--- src/rtl/mips_alu_pkg.sv ---
// Shared ALU definitions for the MIPS datapath: select codes, opcode/funct values
// and the issue-control state type.
package mips_alu_pkg;

    localparam logic [3:0] SEL_AND = 4'b0000;
    localparam logic [3:0] SEL_OR  = 4'b0001;
    localparam logic [3:0] SEL_ADD = 4'b0010;
    localparam logic [3:0] SEL_SUB = 4'b0110;
    localparam logic [3:0] SEL_SLT = 4'b0111;
    localparam logic [3:0] SEL_NOR = 4'b1100;

    localparam logic [5:0] OP_RTYPE = 6'h00;
    localparam logic [5:0] OP_ADDI  = 6'h08;
    localparam logic [5:0] OP_ANDI  = 6'h0C;
    localparam logic [5:0] OP_ORI   = 6'h0D;
    localparam logic [5:0] OP_SLTI  = 6'h0A;
    localparam logic [5:0] OP_BEQ   = 6'h04;
    localparam logic [5:0] OP_LW    = 6'h23;
    localparam logic [5:0] OP_SW    = 6'h2B;

    localparam logic [5:0] FN_ADD = 6'h20;
    localparam logic [5:0] FN_SUB = 6'h22;
    localparam logic [5:0] FN_AND = 6'h24;
    localparam logic [5:0] FN_OR  = 6'h25;
    localparam logic [5:0] FN_NOR = 6'h27;
    localparam logic [5:0] FN_SLT = 6'h2A;

    typedef enum logic [1:0] {
        ST_IDLE = 2'd0,
        ST_WAIT = 2'd1,
        ST_RESP = 2'd2
    } state_t;

endpackage

--- src/rtl/alu_issue_ctrl_if.sv ---
// Request, ALU and response signals of the ALU issue controller.
// master = requester/ALU environment, slave = the controller.
interface alu_issue_ctrl_if;
    logic        req_valid;
    logic        req_ready;
    logic [5:0]  req_opcode;
    logic [5:0]  req_funct;
    logic [31:0] req_a;
    logic [31:0] req_b;
    logic [31:0] alu_first;
    logic [31:0] alu_second;
    logic [3:0]  alu_select;
    logic [31:0] alu_out;
    logic        rsp_valid;
    logic        rsp_ready;
    logic [31:0] rsp_result;
    logic        rsp_zero;
    logic        rsp_err;

    modport master (
        output req_valid, req_opcode, req_funct, req_a, req_b, alu_out, rsp_ready,
        input  req_ready, alu_first, alu_second, alu_select,
        input  rsp_valid, rsp_result, rsp_zero, rsp_err
    );

    modport slave (
        input  req_valid, req_opcode, req_funct, req_a, req_b, alu_out, rsp_ready,
        output req_ready, alu_first, alu_second, alu_select,
        output rsp_valid, rsp_result, rsp_zero, rsp_err
    );
endinterface

--- src/rtl/alu_op_decode.sv ---
// Combinational opcode/funct to ALU select decode with an illegal-op flag.
module alu_op_decode
    import mips_alu_pkg::*;
(
    input  logic [5:0] opcode,
    input  logic [5:0] funct,
    output logic [3:0] select,
    output logic       illegal
);

    always_comb begin
        select  = SEL_AND;
        illegal = 1'b0;
        if (opcode == OP_RTYPE) begin
            unique case (funct)
                FN_ADD:  select = SEL_ADD;
                FN_SUB:  select = SEL_SUB;
                FN_AND:  select = SEL_AND;
                FN_OR:   select = SEL_OR;
                FN_NOR:  select = SEL_NOR;
                FN_SLT:  select = SEL_SLT;
                default: illegal = 1'b1;
            endcase
        end else begin
            unique case (opcode)
                OP_ADDI, OP_LW, OP_SW: select = SEL_ADD;
                OP_ANDI:               select = SEL_AND;
                OP_ORI:                select = SEL_OR;
                OP_SLTI:               select = SEL_SLT;
                OP_BEQ:                select = SEL_SUB;
                default:               illegal = 1'b1;
            endcase
        end
    end

endmodule

--- src/rtl/alu_issue_ctrl.sv ---
// Issues one decoded operation to a registered ALU, waits ALU_LATENCY edges,
// then returns result/zero/error on a valid/ready response channel.
module alu_issue_ctrl
    import mips_alu_pkg::*;
#(
    parameter int ALU_LATENCY = 1
)
(
    input  logic             clk,
    input  logic             rst_n,
    alu_issue_ctrl_if.slave  bus
);

    localparam logic [3:0] LAT = 4'(ALU_LATENCY);

    state_t      state_reg, state_next;
    logic [3:0]  cnt_reg, cnt_next;
    logic [31:0] first_reg, first_next;
    logic [31:0] second_reg, second_next;
    logic [3:0]  select_reg, select_next;
    logic [31:0] result_reg, result_next;
    logic        zero_reg, zero_next;
    logic        err_reg, err_next;

    logic [3:0]  dec_select;
    logic        dec_illegal;

    alu_op_decode u_decode (
        .opcode  (bus.req_opcode),
        .funct   (bus.req_funct),
        .select  (dec_select),
        .illegal (dec_illegal)
    );

    always_ff @(posedge clk or negedge rst_n) begin
        if (!rst_n) begin
            state_reg  <= ST_IDLE;
            cnt_reg    <= 4'd0;
            first_reg  <= 32'd0;
            second_reg <= 32'd0;
            select_reg <= SEL_AND;
            result_reg <= 32'd0;
            zero_reg   <= 1'b0;
            err_reg    <= 1'b0;
        end else begin
            state_reg  <= state_next;
            cnt_reg    <= cnt_next;
            first_reg  <= first_next;
            second_reg <= second_next;
            select_reg <= select_next;
            result_reg <= result_next;
            zero_reg   <= zero_next;
            err_reg    <= err_next;
        end
    end

    always_comb begin
        state_next  = state_reg;
        cnt_next    = cnt_reg;
        first_next  = first_reg;
        second_next = second_reg;
        select_next = select_reg;
        result_next = result_reg;
        zero_next   = zero_reg;
        err_next    = err_reg;
        unique case (state_reg)
            ST_IDLE: begin
                if (bus.req_valid) begin
                    // Illegal ops never touch the ALU operands; they answer directly.
                    if (dec_illegal) begin
                        err_next    = 1'b1;
                        result_next = 32'd0;
                        zero_next   = 1'b0;
                        state_next  = ST_RESP;
                    end else begin
                        first_next  = bus.req_a;
                        second_next = bus.req_b;
                        select_next = dec_select;
                        cnt_next    = LAT;
                        state_next  = ST_WAIT;
                    end
                end
            end
            ST_WAIT: begin
                if (cnt_reg == 4'd0) begin
                    result_next = bus.alu_out;
                    zero_next   = (bus.alu_out == 32'd0);
                    err_next    = 1'b0;
                    state_next  = ST_RESP;
                end else begin
                    cnt_next = cnt_reg - 4'd1;
                end
            end
            ST_RESP: begin
                if (bus.rsp_ready) begin
                    state_next = ST_IDLE;
                end
            end
            default: state_next = ST_IDLE;
        endcase
    end

    assign bus.req_ready  = (state_reg == ST_IDLE);
    assign bus.rsp_valid  = (state_reg == ST_RESP);
    assign bus.alu_first  = first_reg;
    assign bus.alu_second = second_reg;
    assign bus.alu_select = select_reg;
    assign bus.rsp_result = result_reg;
    assign bus.rsp_zero   = zero_reg;
    assign bus.rsp_err    = err_reg;

endmodule
--- src/flat_wrapper.sv ---
// flat-port wrapper written by rule: the top's interface ports become plain ports
module alu_issue_ctrl_flat import mips_alu_pkg::*;
#(
    parameter int ALU_LATENCY = 1
)
  (clk, rst_n, bus_req_valid, bus_req_opcode, bus_req_funct, bus_req_a, bus_req_b, bus_alu_out, bus_rsp_ready, bus_req_ready, bus_alu_first, bus_alu_second, bus_alu_select, bus_rsp_valid, bus_rsp_result, bus_rsp_zero, bus_rsp_err);
  alu_issue_ctrl_if bus_i ();
  input  logic clk;
  input  logic rst_n;
  input wire logic [$bits(bus_i.req_valid)-1:0] bus_req_valid;
  input wire logic [$bits(bus_i.req_opcode)-1:0] bus_req_opcode;
  input wire logic [$bits(bus_i.req_funct)-1:0] bus_req_funct;
  input wire logic [$bits(bus_i.req_a)-1:0] bus_req_a;
  input wire logic [$bits(bus_i.req_b)-1:0] bus_req_b;
  input wire logic [$bits(bus_i.alu_out)-1:0] bus_alu_out;
  input wire logic [$bits(bus_i.rsp_ready)-1:0] bus_rsp_ready;
  output wire logic [$bits(bus_i.req_ready)-1:0] bus_req_ready;
  output wire logic [$bits(bus_i.alu_first)-1:0] bus_alu_first;
  output wire logic [$bits(bus_i.alu_second)-1:0] bus_alu_second;
  output wire logic [$bits(bus_i.alu_select)-1:0] bus_alu_select;
  output wire logic [$bits(bus_i.rsp_valid)-1:0] bus_rsp_valid;
  output wire logic [$bits(bus_i.rsp_result)-1:0] bus_rsp_result;
  output wire logic [$bits(bus_i.rsp_zero)-1:0] bus_rsp_zero;
  output wire logic [$bits(bus_i.rsp_err)-1:0] bus_rsp_err;
  assign bus_i.req_valid = bus_req_valid;
  assign bus_i.req_opcode = bus_req_opcode;
  assign bus_i.req_funct = bus_req_funct;
  assign bus_i.req_a = bus_req_a;
  assign bus_i.req_b = bus_req_b;
  assign bus_i.alu_out = bus_alu_out;
  assign bus_i.rsp_ready = bus_rsp_ready;
  assign bus_req_ready = bus_i.req_ready;
  assign bus_alu_first = bus_i.alu_first;
  assign bus_alu_second = bus_i.alu_second;
  assign bus_alu_select = bus_i.alu_select;
  assign bus_rsp_valid = bus_i.rsp_valid;
  assign bus_rsp_result = bus_i.rsp_result;
  assign bus_rsp_zero = bus_i.rsp_zero;
  assign bus_rsp_err = bus_i.rsp_err;
  alu_issue_ctrl #(.ALU_LATENCY(ALU_LATENCY)) u_core (.clk(clk), .rst_n(rst_n), .bus(bus_i));
endmodule
--- config.mk ---
export PLATFORM = sky130hd
export DESIGN_NAME = alu_issue_ctrl_flat
export DESIGN_NICKNAME = d
export VERILOG_FILES = /design/src/rtl/mips_alu_pkg.sv /design/src/rtl/alu_issue_ctrl_if.sv /design/src/rtl/alu_op_decode.sv /design/src/rtl/alu_issue_ctrl.sv /design/src/flat_wrapper.sv
export SDC_FILE = /design/constraint.sdc
export NUM_CORES = 1
export LEC_CHECK = 0
export BUFFER_PORTS_ARGS = -buffer_cell sky130_fd_sc_hd__buf_4
export CAP_MARGIN = 10
export CELL_PAD_IN_SITES_DETAIL_PLACEMENT = 1
export CELL_PAD_IN_SITES_GLOBAL_PLACEMENT = 1
export CORE_MARGIN = 2
export CORE_UTILIZATION = 35
export DETAILED_ROUTE_END_ITERATION = 7
export PLACE_DENSITY_LB_ADDON = 0.2
export SYNTH_ARGS = -nofsm -noshare
export SYNTH_HDL_FRONTEND = slang
export SYNTH_SLANG_ARGS = --single-unit
--- constraint.sdc ---
create_clock -name clk -period 2.5 [get_ports clk]
set_input_delay 0.125 -clock clk [delete_from_list [all_inputs] [get_ports clk]]
set_output_delay 0.125 -clock clk [all_outputs]
set_load 0.01 [all_outputs]
==> flow_metrics.env, run 1 <==
export IMPL_status="completed"
export IMPL_drtIter0Drc=95
export IMPL_ant_nets=0
export IMPL_period_minus_slack_ns=2.08
export IMPL_synth_common_cells="dfrtp_1 (108), mux2_2 (67), a22o_1 (33)"
export IMPL_remaining_drc_errors=0
export IMPL_max_freq_ghz=0.481
export IMPL_ys_warn_count=0
export IMPL_area_delta_synth_final_pct=48.2
export IMPL_syn_area_per_cell_um2=14.2
export IMPL_synth_area_um2=4440
export IMPL_globalplace_congestion=0.766
export IMPL_drt_pre_antenna_iters=4
export IMPL_wl_per_cell_um=17.4
export IMPL_cts_root_buf="clkbuf_16"
export IMPL_rows=41
export IMPL_die_area_um2=13600
export IMPL_routed_wl_um=12400
export IMPL_ys_async_sr_fraction_pct=100
export IMPL_clk_latency_ns=0.34
export IMPL_cts_htree_levels=3
export IMPL_seq_area_frac_synth_pct=60.8
export IMPL_slowest_stage="nor4bb_1"
export IMPL_rsz0062_at_grt="no"
export IMPL_worstSetupPathType="flip-flop to flip-flop"
export IMPL_die_height_um=117
export IMPL_setup_violations=0
export IMPL_yosysTopAreaCell="dfrtp_1"
export IMPL_crit_fanout=24
export IMPL_grt_pass1_vias=3706
export IMPL_swShare_pct=31.7
export IMPL_end_kind="flip-flop"
export IMPL_nNetsFinal=652
export IMPL_min_path_type="primary input to flip-flop"
export IMPL_start_util_pct=35.5
export IMPL_numCtsBuffers=9
export IMPL_comb_power_share_pct=37.5
export IMPL_clkTransAtPathRegs_ns=0.08
export IMPL_irDropWorstVdd_mv=0.317
export IMPL_drv_slew=0
export IMPL_track_usage_pct=17.9
export IMPL_worst_ep_arrival_time_ns=2.30
export IMPL_synth_cell_types=42
export IMPL_syn_nets=426
export IMPL_portBuffers=215
export IMPL_worstMarginPinSlew_ns=0.647
export IMPL_pwr_share_clk_pct=20.4
export IMPL_io_pins=216
export IMPL_core_area_um2=12500
export IMPL_cts_setup_buffers=0
export IMPL_yosys_area_top_type_share_pct=60.8
export IMPL_cp_required_ns=2.72
export IMPL_cts_tree="yes"
export IMPL_internal_power_uw=4450
export IMPL_grt_max_degree=72
export IMPL_yosysMostFrequentCell="dfrtp_1"
export IMPL_synth_area_leaders="dfrtp_1 (61%), mux2_2 (17%), a22o_1 (6.5%)"
export IMPL_vias_per_cell=4.86
export IMPL_power_density_nw_per_um2=989
export IMPL_synthCells=312
export IMPL_drive_gt1_share_pct=57.6
export IMPL_whs_ns=0.0129
export IMPL_fin_crit_sh_pct=83.1
export IMPL_grt_overflow=0
export IMPL_seqPwrFrac_pct=42.1
export IMPL_grt_pass1_wl_um=18800
export IMPL_clock_sinks=108
export IMPL_antenna_cells=0
export IMPL_maxSlewHeadroom_pct=56.8
export IMPL_path_cells="inv_1 -> ha_1 -> nor4bb_1 -> a21oi_1 -> nor2_1 -> o21ai_4 -> buf_4 -> a22o_1"
export IMPL_start_kind="flip-flop"
export IMPL_dp_hpwl_um=9480
export IMPL_die_x_um=117
export IMPL_p_leak_uw=0.00326
export IMPL_tns_ns=0
export IMPL_finalClockSkew_ns=0.00869
export IMPL_synth_seq_cells=108
export IMPL_synthFlopType="dfrtp_1"
export IMPL_net_switching_power_uw=2070
export IMPL_antenna_found_initial=0
export IMPL_drv_cap=0
export IMPL_max_stage_delay_ns=0.49
export IMPL_synth_edf_count=0
export IMPL_vias=3473
export IMPL_hold_violations=0
export IMPL_clockBufferDepth=2
power by group through the flow:
stage	registers, uW	logic, uW	clock network [uW]
6_report	2740	2440	1330
5_1_grt	2830	2660	1460
4_1_cts	2750	2490	1380
3_5_place_dp	2770	2480	0
3_3_place_gp	2730	2410	0
2_1_floorplan	2980	867	0
stage by stage:
stage               worst slack (ns)  instance area [um2]  util (%)  instances  total power, uW
floorplan                      0.525                 4440         -        312             3850
global placement               0.412                 6260      50.0        694             5140
detailed placement             0.327                 6260      50.0        694             5260
CTS                            0.423                 6580      52.6        714             6620
global route                   0.202                 6580      52.6        714             6950
finish                         0.421                 6580      52.6        714             6510
timing repair:
item	CTS	global route
hold endpoints to repair	41	0
hold buffers	5	0
gates resized for setup	0	0
final timing paths:
path,startpoint,to,slack (ns),depth (start not counted)
worst max-delay path,u_core.cnt_reg[0],u_core.bus.rsp_result[17],0.42,8
worst min-delay path,bus_req_a[9],u_core.bus.alu_first[9],0.01,2
worst max register to register,u_core.cnt_reg[0],u_core.bus.rsp_result[17],0.42,8
worst min register to register,u_core.bus.alu_select[3],u_core.bus.alu_select[3],0.50,2
max in group asynchronous,rst_n,u_core.bus.alu_first[12],1.42,3
min in group asynchronous,rst_n,u_core.bus.alu_first[11],0.29,2
cells by family (layout without fill, tap and decap cells):
kind of cell,Yosys count,count (layout),share of synthesized area [%]
AOI/OAI and AO/OA,63,63,11.9
adders and majority gates,2,2,0.563
buffers and inverters,21,251,3.46
DFF,108,108,60.8
muxes,67,67,17.0
and+or+nand+nor,51,51,6.23
layout make-up:
class                           instances  area (um2)
Clock buffer                            9         225
Multi-Input combinational cell        183        1590
Tap cell                              172         215
Fill cell                            1358        5930
Sequential cell                       108        2700
Inverter                                8        30.0
Timing Repair Buffer                  228        1770
Clock inverter                          6        48.8
worst max-delay path: cells and delay by family, from the launching register on:
kind	cells	cell delay, ns
simple gates	2	0.67
flops	1	0.39
compound gates	3	0.38
buf+inv	2	0.33
fa+ha+maj	1	0.19
metal layers:
metal	global-route usage (%)	vias to the layer above	part of all wire, %
met4	6.43	0	1.8
met5	0	-	0
met2	32.2	132	52
met1	20.9	1719	39
li1	-	1608	-
met3	4.00	14	7.0
layout by cell type, fill, tap and decap left out, types with 3 or more instances in the layout:
cell / n
dlygate4sd3_1: 5
nor4_1: 8
o211ai_1: 3
nand2_1: 12
a22o_1: 33
inv_1: 8
inv_6: 3
nor2_1: 10
a21oi_1: 3
buf_12: 4
o21ai_0: 9
mux2_2: 67
dfrtp_1: 108
nand3_1: 5
clkbuf_16: 9
buf_4: 219
(Power assumes the default switching activity.)
==> run 2: changes to the inputs <==
--- a/config.mk
+++ b/config.mk
@@ -10,7 +10,7 @@
 export CELL_PAD_IN_SITES_DETAIL_PLACEMENT = 1
 export CELL_PAD_IN_SITES_GLOBAL_PLACEMENT = 1
 export CORE_MARGIN = 2
-export CORE_UTILIZATION = 35
+export CORE_UTILIZATION = 32
 export DETAILED_ROUTE_END_ITERATION = 7
 export PLACE_DENSITY_LB_ADDON = 0.2
 export SYNTH_ARGS = -nofsm -noshare
==> constraint.sdc (replaced) <==
create_clock -name clk -period 1.8 [get_ports clk]
set_input_delay 0.09 -clock clk [delete_from_list [all_inputs] [get_ports clk]]
set_output_delay 0.09 -clock clk [all_outputs]
set_load 0.01 [all_outputs]
==> run 2 against run 1 <==
Effect of this change:
- sequential power increased by 39%
- critical path type unchanged
- global-route usage up 3.1 points
- critical path depth unchanged
==> flow_metrics.env, run 2 (synthesis gave the netlist of run 1 again) <==
export IMPL_nNetsFinal=762
export IMPL_cp_top_family="simple AND/OR/NAND/NOR gates"
export IMPL_vias=4036
export IMPL_vias_per_cell=4.84
export IMPL_die_area_um2=14800
export IMPL_seqPwrFrac_pct=38.8
export IMPL_path_cells="inv_2 -> ha_4 -> nor4bb_4 -> a21oi_1 -> nor2_1 -> o21ai_4 -> clkbuf_16 -> a22o_1"
export IMPL_dp_hpwl_um=9110
export IMPL_crit_fanout=6
export IMPL_tns_ns=0
export IMPL_io_pins=216
export IMPL_cts_htree_levels=3
export IMPL_worstMarginPinSlew_ns=0.643
export IMPL_fin_ws_ns=0.0231
export IMPL_area_delta_synth_final_pct=75.0
export IMPL_numCtsBuffers=9
export IMPL_rsz0062_at_grt="yes"
export IMPL_maxSlewHeadroom_pct=57.2
export IMPL_net_switching_power_uw=3180
export IMPL_drv_slew=0
export IMPL_placed_cell_area_um2=6340
export IMPL_slowest_stage="dfrtp_1"
export IMPL_cp_buffers_inverters=2
export IMPL_drtIter0Drc=147
export IMPL_totalPowerFinal_uw=9820
export IMPL_die_height_um=122
export IMPL_fillerInstances=1389
export IMPL_die_x_um=122
export IMPL_portBuffers=215
export IMPL_clock_sinks=108
export IMPL_power_density_nw_per_um2=1260
export IMPL_final_common_cell="buf_4"
export IMPL_swShare_pct=32.4
export IMPL_p_leak_uw=0.00376
export IMPL_grt_pass1_vias=4394
export IMPL_grt_overflow=0
export IMPL_start_kind="flip-flop"
export IMPL_cts_root_buf="clkbuf_16"
export IMPL_cp_required_ns=2.04
export IMPL_worstSetupPathType="flip-flop to flip-flop"
export IMPL_drive_gt1_share_pct=51.0
export IMPL_finalClockSkew_ns=0.00884
export IMPL_grt_pass1_wl_um=23800
export IMPL_clk_latency_ns=0.35
export IMPL_ant_nets=0
export IMPL_end_kind="flip-flop"
export IMPL_grt_max_degree=109
export IMPL_start_util_pct=32.4
export IMPL_cts_tree="yes"
export IMPL_pwr_share_clk_pct=19.5
export IMPL_period_minus_slack_ns=1.78
export IMPL_drv_cap=0
export IMPL_drt_pre_antenna_iters=5
export IMPL_dp_worst_setup_slack_ns=-0.108
export IMPL_setup_violations=0
export IMPL_fin_crit_sh_pct=98.7
export IMPL_antenna_found_initial=1
export IMPL_core_area_um2=13700
export IMPL_clockBufferDepth=2
export IMPL_wl_per_cell_um=19.0
export IMPL_clkTransAtPathRegs_ns=0.07
export IMPL_globalplace_congestion=0.802
export IMPL_min_path_type="primary input to flip-flop"
export IMPL_max_stage_delay_ns=0.40
export IMPL_routed_wl_um=15900
export IMPL_max_freq_ghz=0.563
export IMPL_track_usage_pct=21.0
export IMPL_internal_power_uw=6640
export IMPL_remaining_drc_errors=0
export IMPL_status="completed"
export IMPL_stdcell_area_um2=7770
export IMPL_rows=43
export IMPL_irDropWorstVdd_mv=0.432
export IMPL_comb_power_share_pct=41.7
export IMPL_hold_violations=0
export IMPL_layout_common_cells="buf_4 (230), dfrtp_1 (108), dlygate4sd3_1 (99)"
export IMPL_worst_ep_arrival_time_ns=2.01
==> run 2: changes by cell type in the layout (fill, tap and decap cells not counted), moves of 2 or more <==
cell	change
buf_4	+11
buf_6	+2
clkbuf_16	+2
clkbuf_8	+2
dlygate4sd3_1	+94
inv_1	-2
inv_2	+2
inv_6	-2
==> run 2: through the flow <==
stage	instances	hold WS (ns)	util [%]
final	834	0.0800	56.7
after global placement	712	0.214	46.2
after detailed placement	712	0.219	46.2
after global routing	834	0.0931	56.7
after floorplan	312	-0.206	-
after CTS	828	0.0652	56.0
==> run 2: worst reg2reg max path: stages, from the launching register on <==
cell	delay, ns
dfrtp_1	0.40
inv_2	0.09
ha_4	0.13
nor4bb_4	0.25
a21oi_1	0.07
nor2_1	0.19
o21ai_4	0.15
clkbuf_16	0.19
a22o_1	0.19
==> run 2: worst paths after layout <==
path | start | end | cells past startpoint | slack, ns
max | u_core.cnt_reg[0] | u_core.bus.rsp_result[12] | 8 | 0.02
min | bus_req_opcode[4] | u_core.bus.alu_select[2] | 4 | 0.08
max reg2reg | u_core.cnt_reg[0] | u_core.bus.rsp_result[12] | 8 | 0.02
min reg2reg | u_core.bus.alu_select[1] | u_core.bus.alu_select[1] | 2 | 0.48
max in group asynchronous | rst_n | u_core.bus.alu_second[23] | 3 | 0.94
min in group asynchronous | rst_n | u_core.bus.alu_second[5] | 3 | 0.32
==> run 2: layout make-up <==
class                           count  area, um2  area share [%]
Antenna cell                        1       2.50          0.0322
Clock buffer                       12        256            3.30
Clock inverter                      4       31.3           0.402
Inverter                            8       30.0           0.386
Multi-Input combinational cell    183       1630            20.9
Sequential cell                   108       2700            34.8
Tap cell                          180        225            2.90
Timing Repair Buffer              338       2900            37.3
==> run 2: metal layers <==
metal	wire length (um)	share of wire, %	vias up	GRT usage (%)
li1	-	-	1846	-
met1	6090	38	1992	24.3
met2	8350	53	171	36.8
met3	1010	6.3	27	4.82
met4	435	2.7	0	9.63
met5	0	0	-	0
==> run 2: power groups by stage <==
stage | Clock [uW] | Combinational (uW) | Sequential (uW)
finish | 1920 | 4090 | 3810
global route | 2070 | 4410 | 3910
CTS | 1990 | 3870 | 3750
detailed placement | 0 | 3650 | 3770
global placement | 0 | 3560 | 3720
floorplan | 0 | 1210 | 4140
==> run 2: what timing repair did <==
| item | in CTS | in global routing |
|---|---|---|
| endpoints found under the setup margin | 37 | 90 |
| setup buffers | 0 | 2 |
| gates resized for setup | 7 | 4 |
| hold endpoints to repair | 206 | 0 |
| pin swaps | 2 | 1 |
| hold buffers | 99 | 0 |
| gates cloned | 1 | 3 |
==> run 3: changes to the inputs <==
==> constraint.sdc (replaced) <==
create_clock -name clk -period 1.8 [get_ports clk]
set_input_delay 0.36 -clock clk [delete_from_list [all_inputs] [get_ports clk]]
set_output_delay 0.36 -clock clk [all_outputs]
set_load 0.01 [all_outputs]
==> run 3 against run 2 <==
Effect of this change:
- die area is the same
- critical path depth shrank 5
- cell area shrank 10%
- critical path type is now flip-flop to output pin
==> flow_metrics.env, run 3 (synthesis gave the netlist of run 1 again) <==
export IMPL_status="completed"
export IMPL_layout_common_cells="buf_4 (252), dfrtp_1 (108), mux2_2 (67)"
export IMPL_die_x_um=122
export IMPL_remaining_drc_errors=0
export IMPL_vias=3621
export IMPL_crit_fanout=4
export IMPL_fillerInstances=1463
export IMPL_antenna_cells=0
export IMPL_rsz0062_at_grt="yes"
export IMPL_seqCellArea_um2=2700
export IMPL_max_freq_ghz=0.570
export IMPL_die_area_um2=14800
export IMPL_antenna_found_initial=0
export IMPL_drt_pre_antenna_iters=4
export IMPL_drive_gt1_share_pct=62.0
export IMPL_grt_pass1_wl_um=20000
export IMPL_cts_htree_levels=3
export IMPL_core_area_um2=13700
export IMPL_slowest_stage="dfrtp_1"
export IMPL_cp_required_ns=1.44
export IMPL_start_util_pct=32.4
export IMPL_cts_root_buf="clkbuf_16"
export IMPL_hold_violations=0
export IMPL_finalClockSkew_ns=0.00813
export IMPL_cp_buffers_inverters=2
export IMPL_max_stage_delay_ns=0.41
export IMPL_fin_ws_ns=0.0459
export IMPL_drv_cap=0
export IMPL_io_pins=216
export IMPL_die_height_um=122
export IMPL_power_density_nw_per_um2=1350
export IMPL_clkTransAtPathRegs_ns=0.07
export IMPL_irDropWorstVdd_mv=0.433
export IMPL_vias_per_cell=4.79
export IMPL_final_common_cell="buf_4"
export IMPL_area_delta_synth_final_pct=56.9
export IMPL_grt_max_degree=44
export IMPL_grt_overflow=0
export IMPL_tns_ns=0
export IMPL_swShare_pct=31.7
export IMPL_portBuffers=215
export IMPL_drtIter0Drc=79
export IMPL_crit_top_cell="buf_4"
export IMPL_routed_wl_um=13100
export IMPL_worstMarginPinSlew_ns=0.379
export IMPL_worst_ep_arrival_time_ns=1.39
export IMPL_final_util_pct=50.8
export IMPL_pwr_share_clk_pct=20.1
export IMPL_seqPwrFrac_pct=40.0
export IMPL_setup_violations=0
export IMPL_net_switching_power_uw=2990
export IMPL_fin_crit_sh_pct=97.5
export IMPL_ant_nets=0
export IMPL_clock_sinks=108
export IMPL_clockBufferDepth=2
export IMPL_path_cells="nor2_1 -> buf_4 -> buf_4"
export IMPL_worstSetupPathType="flip-flop to output pin"
export IMPL_comb_power_share_pct=39.9
export IMPL_nNetsFinal=686
export IMPL_end_kind="output pin"
export IMPL_cts_tree="yes"
export IMPL_clk_latency_ns=0.35
export IMPL_met2_usage_pct=31.4
export IMPL_start_kind="flip-flop"
export IMPL_drv_slew=0
export IMPL_dp_worst_setup_slack_ns=-0.250
export IMPL_grt_use_met3_pct=5.20
export IMPL_dp_hpwl_um=9890
export IMPL_internal_power_uw=6430
export IMPL_track_usage_pct=17.5
export IMPL_p_leak_uw=0.00346
export IMPL_globalplace_congestion=0.793
export IMPL_multiInputGateArea_um2=1640
export IMPL_grt_use_met1_pct=20.2
export IMPL_min_path_type="primary input to flip-flop"
export IMPL_top_usage_layer="met2"
export IMPL_numCtsBuffers=9
export IMPL_cp_top_family="flip-flops"
export IMPL_rows=43
export IMPL_period_minus_slack_ns=1.75
export IMPL_wl_per_cell_um=17.3
export IMPL_maxSlewHeadroom_pct=74.5
export IMPL_grt_pass1_vias=3825
run 3: cell types whose count changed in the layout (fill, tap and decap cells not counted), sizes merged:
| cell | previous run | this run |
|---|---|---|
| dlygate4sd3 | 99 | 1 |
| buf | 237 | 260 |
| clkbuf | 14 | 10 |
| inv | 9 | 11 |
| diode | 1 | 0 |
run 3: final timing paths:
kind | startpoint | endpoint | slack [ns] | cells past startpoint
max | u_core.state_reg[1] | bus_req_ready | 0.05 | 3
min | bus_rsp_ready | u_core.state_reg[1] | 0.20 | 2
max reg2reg | u_core.cnt_reg[0] | u_core.bus.rsp_result[21] | 0.06 | 6
min reg2reg | u_core.bus.alu_select[1] | u_core.bus.alu_select[1] | 0.50 | 2
max in group asynchronous | rst_n | u_core.bus.alu_first[30] | 0.78 | 3
min in group asynchronous | rst_n | u_core.bus.alu_second[11] | 0.44 | 2
run 3: what timing repair did:
action | 4_1_cts | 5_1_grt
gates resized for setup | 6 | 6
hold endpoints to repair | 17 | 0
hold buffers | 1 | 0
gates cloned | 1 | 1
pin swaps | 3 | 2
setup endpoints to repair | 34 | 35
buffers inserted | 0 | 4
run 3: worst reg2reg max path, delay by kind of cell (launching register included):
family	cells	cell delay [ns]
buffers and inverters	2	0.30
AO/OA/AOI/OAI	1	0.14
adder cells (fa/ha/maj)	1	0.13
AND/OR/NAND/NOR	2	0.73
flip-flops	1	0.40
run 3: through the flow:
step | power, uW | instances | hold slack (ns) | cell area, um2
floorplan | 5350 | 312 | 0.0644 | 4480
global placement | 7350 | 734 | 0.268 | 6560
detailed placement | 7480 | 734 | 0.273 | 6560
CTS | 9450 | 751 | 0.195 | 6900
global route | 9980 | 756 | 0.200 | 6970
finish | 9420 | 756 | 0.202 | 6970
run 3: power by group through the flow:
stage / Clock (uW) / Sequential (uW) / Combinational (uW)
2_1_floorplan: 0 / 4140 / 1210
5_1_grt: 2050 / 3870 / 4060
6_report: 1890 / 3760 / 3760
3_3_place_gp: 0 / 3740 / 3610
4_1_cts: 1950 / 3760 / 3730
3_5_place_dp: 0 / 3790 / 3690
run 3: cell type report:
| type | instances | share of cell area, % |
|---|---|---|
| tap | 180 | 3.23 |
| clock inverter | 6 | 0.790 |
| inverter | 8 | 0.467 |
| clock buffer | 9 | 3.23 |
| timing repair buffer | 262 | 29.9 |
| sequential | 108 | 38.8 |
| multi-input combinational | 183 | 23.6 |
run 3: metal layers:
| metal | wire [um] | up-vias | part of all wire (%) |
|---|---|---|---|
| met5 | 0 | - | 0 |
| met4 | 127 | 0 | 0.97 |
| met3 | 1060 | 8 | 8.1 |
| met2 | 6700 | 135 | 51 |
| met1 | 5170 | 1796 | 40 |
| li1 | - | 1682 | - |
